### config.mk
export PLATFORM = sky130hd
export DESIGN_NAME = lsu
export DESIGN_NICKNAME = d
export VERILOG_FILES = /design/src/rtl/lsu_pkg.sv /design/src/rtl/lsu_load_align.sv /design/src/rtl/lsu.sv
export SDC_FILE = /design/constraint.sdc
export NUM_CORES = 1
export LEC_CHECK = 0
export CORE_ASPECT_RATIO = 0.5
export CORE_MARGIN = 2
export CORE_UTILIZATION = 39
export CTS_CLUSTER_DIAMETER = 30
export DETAILED_ROUTE_END_ITERATION = 8
export PLACE_DENSITY_LB_ADDON = 0.15
export SLEW_MARGIN = 20
export SYNTH_ARGS = -nofsm -noshare
export SYNTH_HDL_FRONTEND = slang
export SYNTH_HIERARCHICAL = 1
export SYNTH_SLANG_ARGS = --single-unit
export TNS_END_PERCENT = 10
### constraint.sdc
create_clock -name clk -period 1.5 [get_ports clk]
set_clock_uncertainty 0.05 [all_clocks]
set_input_delay 0.3 -clock clk [delete_from_list [all_inputs] [get_ports clk]]
set_output_delay 0.3 -clock clk [all_outputs]
set_load 0.02 [all_outputs]
### src/rtl/lsu_pkg.sv
// ---------------------------------------------------------------------------
// lsu_pkg
// Shared types and constants for the load/store unit.
//   - lsu_state_t   : FSM state encoding (IDLE, ACCESS, RESP, ERR)
//   - F3_*          : RISC-V funct3 width/sign selectors for loads and stores
//   - BE_ALL        : full-word byte enable
//   - lsu_is_legal  : op/funct3 legality check
//   - lsu_is_aligned: natural-alignment check for the access width
//   - lsu_store_be  : byte-enable pattern for a store of a given width
// ---------------------------------------------------------------------------
package lsu_pkg;

    typedef enum logic [1:0] {
        ST_IDLE   = 2'd0,
        ST_ACCESS = 2'd1,
        ST_RESP   = 2'd2,
        ST_ERR    = 2'd3
    } lsu_state_t;

    localparam logic [2:0] F3_B  = 3'b000;
    localparam logic [2:0] F3_H  = 3'b001;
    localparam logic [2:0] F3_W  = 3'b010;
    localparam logic [2:0] F3_BU = 3'b100;
    localparam logic [2:0] F3_HU = 3'b101;

    localparam logic [3:0] BE_ALL = 4'b1111;

    // A request is legal when it is exactly one of load/store and its funct3
    // names a width that op supports (stores have no unsigned variants).
    function automatic logic lsu_is_legal(input logic       rd,
                                          input logic       wr,
                                          input logic [2:0] f3);
        logic ok;
        ok = 1'b0;
        if (rd && wr) begin
            ok = 1'b0;
        end else if (wr) begin
            ok = (f3 == F3_B) || (f3 == F3_H) || (f3 == F3_W);
        end else if (rd) begin
            ok = (f3 == F3_B) || (f3 == F3_H) || (f3 == F3_W) ||
                 (f3 == F3_BU) || (f3 == F3_HU);
        end
        return ok;
    endfunction

    // Halfwords need an even address, words a multiple of four.
    function automatic logic lsu_is_aligned(input logic [2:0] f3,
                                            input logic [1:0] lo);
        logic ok;
        ok = 1'b1;
        case (f3)
            F3_H, F3_HU: ok = ~lo[0];
            F3_W:        ok = (lo == 2'b00);
            default:     ok = 1'b1;
        endcase
        return ok;
    endfunction

    // Byte lanes touched by a store of width f3 at byte offset lo.
    function automatic logic [3:0] lsu_store_be(input logic [2:0] f3,
                                                input logic [1:0] lo);
        logic [3:0] be;
        be = BE_ALL;
        case (f3)
            F3_B:    be = 4'b0001 << lo;
            F3_H:    be = lo[1] ? 4'b1100 : 4'b0011;
            default: be = BE_ALL;
        endcase
        return be;
    endfunction

endpackage

### src/rtl/lsu_load_align.sv
// ---------------------------------------------------------------------------
// lsu_load_align
// Combinational load-data formatter. Picks the addressed byte or halfword out
// of the memory word and sign- or zero-extends it; words pass through.
// Ports:
//   i_rdata   : raw word returned by data memory
//   i_addr_lo : byte offset within the word (address bits [1:0])
//   i_funct3  : load width/sign selector (LB/LH/LW/LBU/LHU)
//   o_data    : extended value for writeback
// ---------------------------------------------------------------------------
module lsu_load_align
    import lsu_pkg::*;
#(
    parameter int DATA_WIDTH = 32
) (
    input  logic [DATA_WIDTH-1:0] i_rdata,
    input  logic [1:0]            i_addr_lo,
    input  logic [2:0]            i_funct3,
    output logic [DATA_WIDTH-1:0] o_data
);

    logic [7:0]  w_byte;
    logic [15:0] w_half;

    // Byte lane = offset*8, half lane = offset[1]*16.
    assign w_byte = i_rdata[{i_addr_lo, 3'b000} +: 8];
    assign w_half = i_rdata[{i_addr_lo[1], 4'b0000} +: 16];

    always_comb begin
        o_data = '0;
        case (i_funct3)
            F3_B:    o_data = {{(DATA_WIDTH-8){w_byte[7]}}, w_byte};
            F3_H:    o_data = {{(DATA_WIDTH-16){w_half[15]}}, w_half};
            F3_W:    o_data = i_rdata;
            F3_BU:   o_data = {{(DATA_WIDTH-8){1'b0}}, w_byte};
            F3_HU:   o_data = {{(DATA_WIDTH-16){1'b0}}, w_half};
            default: o_data = '0;
        endcase
    end

endmodule

### src/rtl/lsu.sv
// ---------------------------------------------------------------------------
// lsu
// Load/store unit sitting after the ALU. Takes the ALU result as a byte
// address, runs one access at a time against a word-addressed data memory
// over a req/ack handshake, and returns extended load data to writeback.
// The upstream pipeline is stalled for as long as an access is in flight.
//
// Optional build macro: LSU_TIMEOUT_EN
//   When defined, an ack watchdog aborts an access after TIMEOUT_CYCLES
//   cycles in ACCESS and reports a fault. When undefined, ACCESS waits for
//   ack indefinitely.
//
// Ports:
//   clk, reset        : clock (rising edge), synchronous active-low reset
//   req_valid         : memory op presented this cycle
//   mem_read/mem_write: op is a load / store
//   funct3            : width/sign selector
//   ALUResult         : effective byte address
//   wr_data           : store data (rs2)
//   req_ready         : high only while idle
//   stall             : freeze upstream pipeline
//   done              : one-cycle completion pulse
//   rd_data           : extended load result, valid with done on loads
//   fault             : one-cycle pulse on misaligned/illegal/timeout
//   dmem_req/we/addr/be/wdata : memory request, held until dmem_ack
//   dmem_ack, dmem_rdata      : memory completion and read word
// ---------------------------------------------------------------------------
module lsu
    import lsu_pkg::*;
#(
    parameter int DATA_WIDTH     = 32,
    parameter int ADDR_WIDTH     = 9,
    parameter int TIMEOUT_CYCLES = 255
) (
    input  logic                  clk,
    input  logic                  reset,
    input  logic                  req_valid,
    input  logic                  mem_read,
    input  logic                  mem_write,
    input  logic [2:0]            funct3,
    input  logic [DATA_WIDTH-1:0] ALUResult,
    input  logic [DATA_WIDTH-1:0] wr_data,
    output logic                  req_ready,
    output logic                  stall,
    output logic                  done,
    output logic [DATA_WIDTH-1:0] rd_data,
    output logic                  fault,
    output logic                  dmem_req,
    output logic                  dmem_we,
    output logic [ADDR_WIDTH-1:0] dmem_addr,
    output logic [3:0]            dmem_be,
    output logic [DATA_WIDTH-1:0] dmem_wdata,
    input  logic                  dmem_ack,
    input  logic [DATA_WIDTH-1:0] dmem_rdata
);

    if (TIMEOUT_CYCLES < 1) begin : g_bad_timeout
        $error("lsu: TIMEOUT_CYCLES must be at least 1");
    end

    lsu_state_t            r_state;
    logic                  r_req_ready;
    logic                  r_done;
    logic                  r_fault;
    logic [DATA_WIDTH-1:0] r_rd_data;
    logic                  r_dmem_req;
    logic                  r_dmem_we;
    logic [ADDR_WIDTH-1:0] r_dmem_addr;
    logic [3:0]            r_dmem_be;
    logic [DATA_WIDTH-1:0] r_dmem_wdata;
    logic [1:0]            r_addr_lo;
    logic [2:0]            r_funct3;
    logic                  r_is_load;

`ifdef LSU_TIMEOUT_EN
    localparam int CNT_W = $clog2(TIMEOUT_CYCLES + 1);
    logic [CNT_W-1:0]      r_cnt;
`endif

    logic                  w_req;
    logic                  w_legal;
    logic                  w_aligned;
    logic [3:0]            w_be;
    logic [DATA_WIDTH-1:0] w_wdata;
    logic [DATA_WIDTH-1:0] w_load_value;
    logic                  w_unused_addr_hi;

    // Address bits above the memory's reach simply wrap.
    assign w_unused_addr_hi = ^ALUResult[DATA_WIDTH-1:ADDR_WIDTH+2];

    assign w_req     = req_valid & (mem_read | mem_write);
    assign w_legal   = lsu_is_legal(mem_read, mem_write, funct3);
    assign w_aligned = lsu_is_aligned(funct3, ALUResult[1:0]);
    assign w_be      = mem_write ? lsu_store_be(funct3, ALUResult[1:0]) : BE_ALL;

    // Replicate narrow store data across every lane so the byte enables alone
    // pick the destination bytes.
    always_comb begin
        w_wdata = '0;
        if (mem_write) begin
            case (funct3)
                F3_B:    w_wdata = {(DATA_WIDTH/8){wr_data[7:0]}};
                F3_H:    w_wdata = {(DATA_WIDTH/16){wr_data[15:0]}};
                default: w_wdata = wr_data;
            endcase
        end
    end

    // Formats the returned word using the offset/width latched at accept.
    lsu_load_align #(
        .DATA_WIDTH (DATA_WIDTH)
    ) u_load_align (
        .i_rdata   (dmem_rdata),
        .i_addr_lo (r_addr_lo),
        .i_funct3  (r_funct3),
        .o_data    (w_load_value)
    );

    // Stall is combinational so the op presented in IDLE freezes the pipe in
    // the same cycle it is accepted.
    assign stall = (r_state != ST_IDLE) | (w_req & (r_state == ST_IDLE));

    // Control FSM. All handshake/status outputs are registered here; the
    // memory request fields are captured at accept and held through ACCESS.
    always_ff @(posedge clk) begin
        if (!reset) begin
            r_state      <= ST_IDLE;
            r_req_ready  <= 1'b1;
            r_done       <= 1'b0;
            r_fault      <= 1'b0;
            r_rd_data    <= '0;
            r_dmem_req   <= 1'b0;
            r_dmem_we    <= 1'b0;
            r_dmem_addr  <= '0;
            r_dmem_be    <= '0;
            r_dmem_wdata <= '0;
            r_addr_lo    <= '0;
            r_funct3     <= '0;
            r_is_load    <= 1'b0;
`ifdef LSU_TIMEOUT_EN
            r_cnt        <= '0;
`endif
        end else begin
            r_done  <= 1'b0;
            r_fault <= 1'b0;
            case (r_state)
                ST_IDLE: begin
                    if (w_req) begin
                        r_req_ready <= 1'b0;
                        r_addr_lo   <= ALUResult[1:0];
                        r_funct3    <= funct3;
                        r_is_load   <= mem_read & ~mem_write;
                        if (w_legal && w_aligned) begin
                            r_state      <= ST_ACCESS;
                            r_dmem_req   <= 1'b1;
                            r_dmem_we    <= mem_write;
                            r_dmem_addr  <= ALUResult[ADDR_WIDTH+1:2];
                            r_dmem_be    <= w_be;
                            r_dmem_wdata <= w_wdata;
`ifdef LSU_TIMEOUT_EN
                            r_cnt        <= '0;
`endif
                        end else begin
                            // Rejected ops never touch memory.
                            r_state <= ST_ERR;
                            r_fault <= 1'b1;
                        end
                    end
                end
                ST_ACCESS: begin
                    if (dmem_ack) begin
                        r_dmem_req <= 1'b0;
                        r_dmem_we  <= 1'b0;
                        if (r_is_load) begin
                            r_rd_data <= w_load_value;
                        end
                        r_done  <= 1'b1;
                        r_state <= ST_RESP;
                    end
`ifdef LSU_TIMEOUT_EN
                    else if (r_cnt == CNT_W'(TIMEOUT_CYCLES - 1)) begin
                        // Memory never answered: abandon the request.
                        r_dmem_req <= 1'b0;
                        r_dmem_we  <= 1'b0;
                        r_fault    <= 1'b1;
                        r_state    <= ST_ERR;
                    end else begin
                        r_cnt <= r_cnt + CNT_W'(1);
                    end
`endif
                end
                ST_RESP, ST_ERR: begin
                    r_state     <= ST_IDLE;
                    r_req_ready <= 1'b1;
                end
                default: begin
                    r_state     <= ST_IDLE;
                    r_req_ready <= 1'b1;
                end
            endcase
        end
    end

    assign req_ready  = r_req_ready;
    assign done       = r_done;
    assign fault      = r_fault;
    assign rd_data    = r_rd_data;
    assign dmem_req   = r_dmem_req;
    assign dmem_we    = r_dmem_we;
    assign dmem_addr  = r_dmem_addr;
    assign dmem_be    = r_dmem_be;
    assign dmem_wdata = r_dmem_wdata;

endmodule
==> metrics <==
R2R Setup Slk 0.01 ns; CTS tree done; crit-path max FO 16; Final Max Slew Viols 0; I/O pins approximately 190; Cell Pwr Density 815 mW/mm²; layout cells sized above 1 21.0%; WHS Path Cells 2; Static Leak 3.12 nW; H-tree Lvls 3; Max Clk Rate 0.673 GHz; routed wl met3 1070 µm; leading post-synthesis cells by cell area dfxtp_1 39%, nand2_1 9.9%, a21boi_1 6.9%; DR WL met2 6850 µm; hold_buf cts 0; RSZ-0062 raised after global routing true; HP Class in2reg; # setup viols final 0; worst r2r dst rd_data[23]; drc violations 0; clk sinks 90; post-synthesis sequential area ratio 39.3%; Core ar. ~0.011 mm²; WL/cell 16.0 µm; Period Utilization, post-route 99.0%; grt ovf 0; post-synthesis async set-or-reset flop share 0%; DR vias/cell slightly above 5; TNS Setup 0 ns; Hold Crit Endpoint dmem_be[0]; Pre-Repair DR Iteration Count 4; die height 80.6 µm; Post-DRT Antenna Nets 0; Hold Violations, Final 0; reg2reg start r_addr_lo[1]; kind of critical path in2reg; diodes inserted 0; Max VDD drop 593 µV; min Tclk post-route about 1.5 ns; most frequent cells in the layout 106 x nand2_1, 87 x dlygate4sd2_1, 84 x dfxtp_1; register clock-pin slew on the reported worst setup and hold paths around 0.060 ns; DRT iter0 DRCs 282; largest net degree at the start of global routing 34; first-pass GRT wire length 22900 µm; share of the synthesized area in the top cell type 39.3%; Post-synth EDFFs 0; Yosys top cell by area dfxtp_1; number of global-route vias before repair ~4600; total CTS buffers 9; Post-Synthesis Cell Area 0.00458 mm²; r2r worst-path depth 5; hold_sp reset; # port buffers 166; syn_area_per_cell 8.45 µm²; Routed WL about 15000 µm; post-layout util 65.4%; MaxCap Viol Count 0; P&R area growth vs syn 60.0%; Initial Utilization 40.9%; Startpoint Class input pin; outcome finished, final reports clean; most common cell after layout, fill and taps aside nand2_1; Post-synth top flop dfxtp_1; Max-Slew Margin vs Limit 76.0%; syn_nets 647; Worst-Margin Slew 0.356 ns; CP arrival 1.70 ns; GRT Total Usage ~23%; uppermost layer routed met4; Max Root-Sink Buffers 2; die footprint between 0.01 and 0.015 mm²; Worst-Skew Late Latency 0.34 ns; half-perimeter wire length after placement approximately 10000 µm; nets@finish 861; row cnt 27; Yosys warning count 6; antenna violations before repair 0; crit end category flip-flop; WHS 0.312 ns; M1 WL 6620 µm; via count about 4800; Synth Instances 542; Yosys reg bits 90; Final Wtd Congestion 0.856; Root Driver clkbuf_16; Die X 157 µm; post-synthesis cell type count 41; Critical Path RT 1.72 ns; Power, Total around 6.0 mW
## worst max-delay path: stages
cell	delay (ns)
clkdlybuf4s50_1	0.50
nand2b_1	0.09
a211o_4	0.43
o211ai_1	0.17
nand2_1	0.08
a21boi_0	0.14
## area by class of cell
type	count	area, µm²
Fill cell	976	3880
Inverter	2	7.51
Tap cell	159	199
Timing Repair Buffer	251	2420
Sequential cell	90	1820
Clock buffer	11	233
Multi-Input combinational cell	402	2600
Clock inverter	5	55.1
## worst max path at each step
| stage | from | slack [ns] | cells past startpoint | end |
|---|---|---|---|---|
| 2_1_floorplan | funct3[1] | 0.009 | 7 | dmem_be[0] |
| 3_3_place_gp | mem_write | -0.54 | 8 | dmem_wdata[26] |
| 3_5_place_dp | mem_write | -0.59 | 8 | dmem_wdata[13] |
| 4_1_cts | r_state[0] | -0.03 | 3 | stall |
| 5_1_grt | r_state[0] | -0.05 | 6 | dmem_be[3] |
| 6_report | dmem_rdata[15] | 0.01 | 6 | rd_data[23] |
## kinds of logic (layout without fill, tap and decap cells)
family                 count (synthesis)  count (layout)  share of synthesized area [%]
AOI/OAI and AO/OA                    172             172                           27.5
buffers and inverters                 50             269                           5.76
DFF                                   90              90                           39.3
muxes                                 34              34                           8.00
and+or+nand+nor                      196             196                           19.4
## state kept, by name, summed over array words and instances (netlist names), 2 cells and up
| register | count |
|---|---|
| rd_data | 32 |
| r_funct3 | 3 |
| dmem_addr | 9 |
| dmem_wdata | 32 |
| dmem_be | 4 |
| r_state | 2 |
| r_addr_lo | 2 |
## power breakdown
group	leakage [nW]	total (mW)	internal, mW	switching [mW]
sequential	0.731	2.47	2.43	0.0409
clock	0.136	2.25	1.29	0.964
combinational	2.25	1.25	0.682	0.568
## synthesized netlist by cell type, types with 5 or more instances
cell type and instances:
nand2_1 121, dfxtp_1 90, a21boi_1 42, a21boi_0 40, nand3_1 35, o211ai_1 33
clkbuf_1 24, mux2_2 17, mux2i_1 16, buf_2 14, a22oi_1 13, nor2b_1 13
o21ai_0 11, a21oi_1 9, nor2_1 7, o21ai_1 7, buf_4 5, nand2b_1 5
## per-layer routing
metal | vias to the layer above | track usage, %
met5 | - | 0
met4 | 0 | 6.27
met3 | 15 | 5.88
met2 | 159 | 39.4
met1 | 2259 | 28.8
li1 | 2344 | -
## repair_timing
item | CTS | global route
setup buffers | 7 | 2
endpoints found under the hold margin | 0 | 0
cloned | 3 | 1
endpoints found under the setup margin | 163 | 76
resized for setup | 119 | 52
pin swaps | 15 | 19
## through the flow
| stage | setup slack (ns) | area [µm²] | instances |
|---|---|---|---|
| after floorplan | 0.00920 | 4580 | 542 |
| after global placement | -0.545 | 6850 | 891 |
| after detailed placement | -0.594 | 6850 | 891 |
| after CTS | -0.0285 | 7220 | 917 |
| after global routing | -0.0520 | 7330 | 920 |
| final | 0.0150 | 7330 | 920 |
Note: power is estimated with default switching activity, not from simulation.
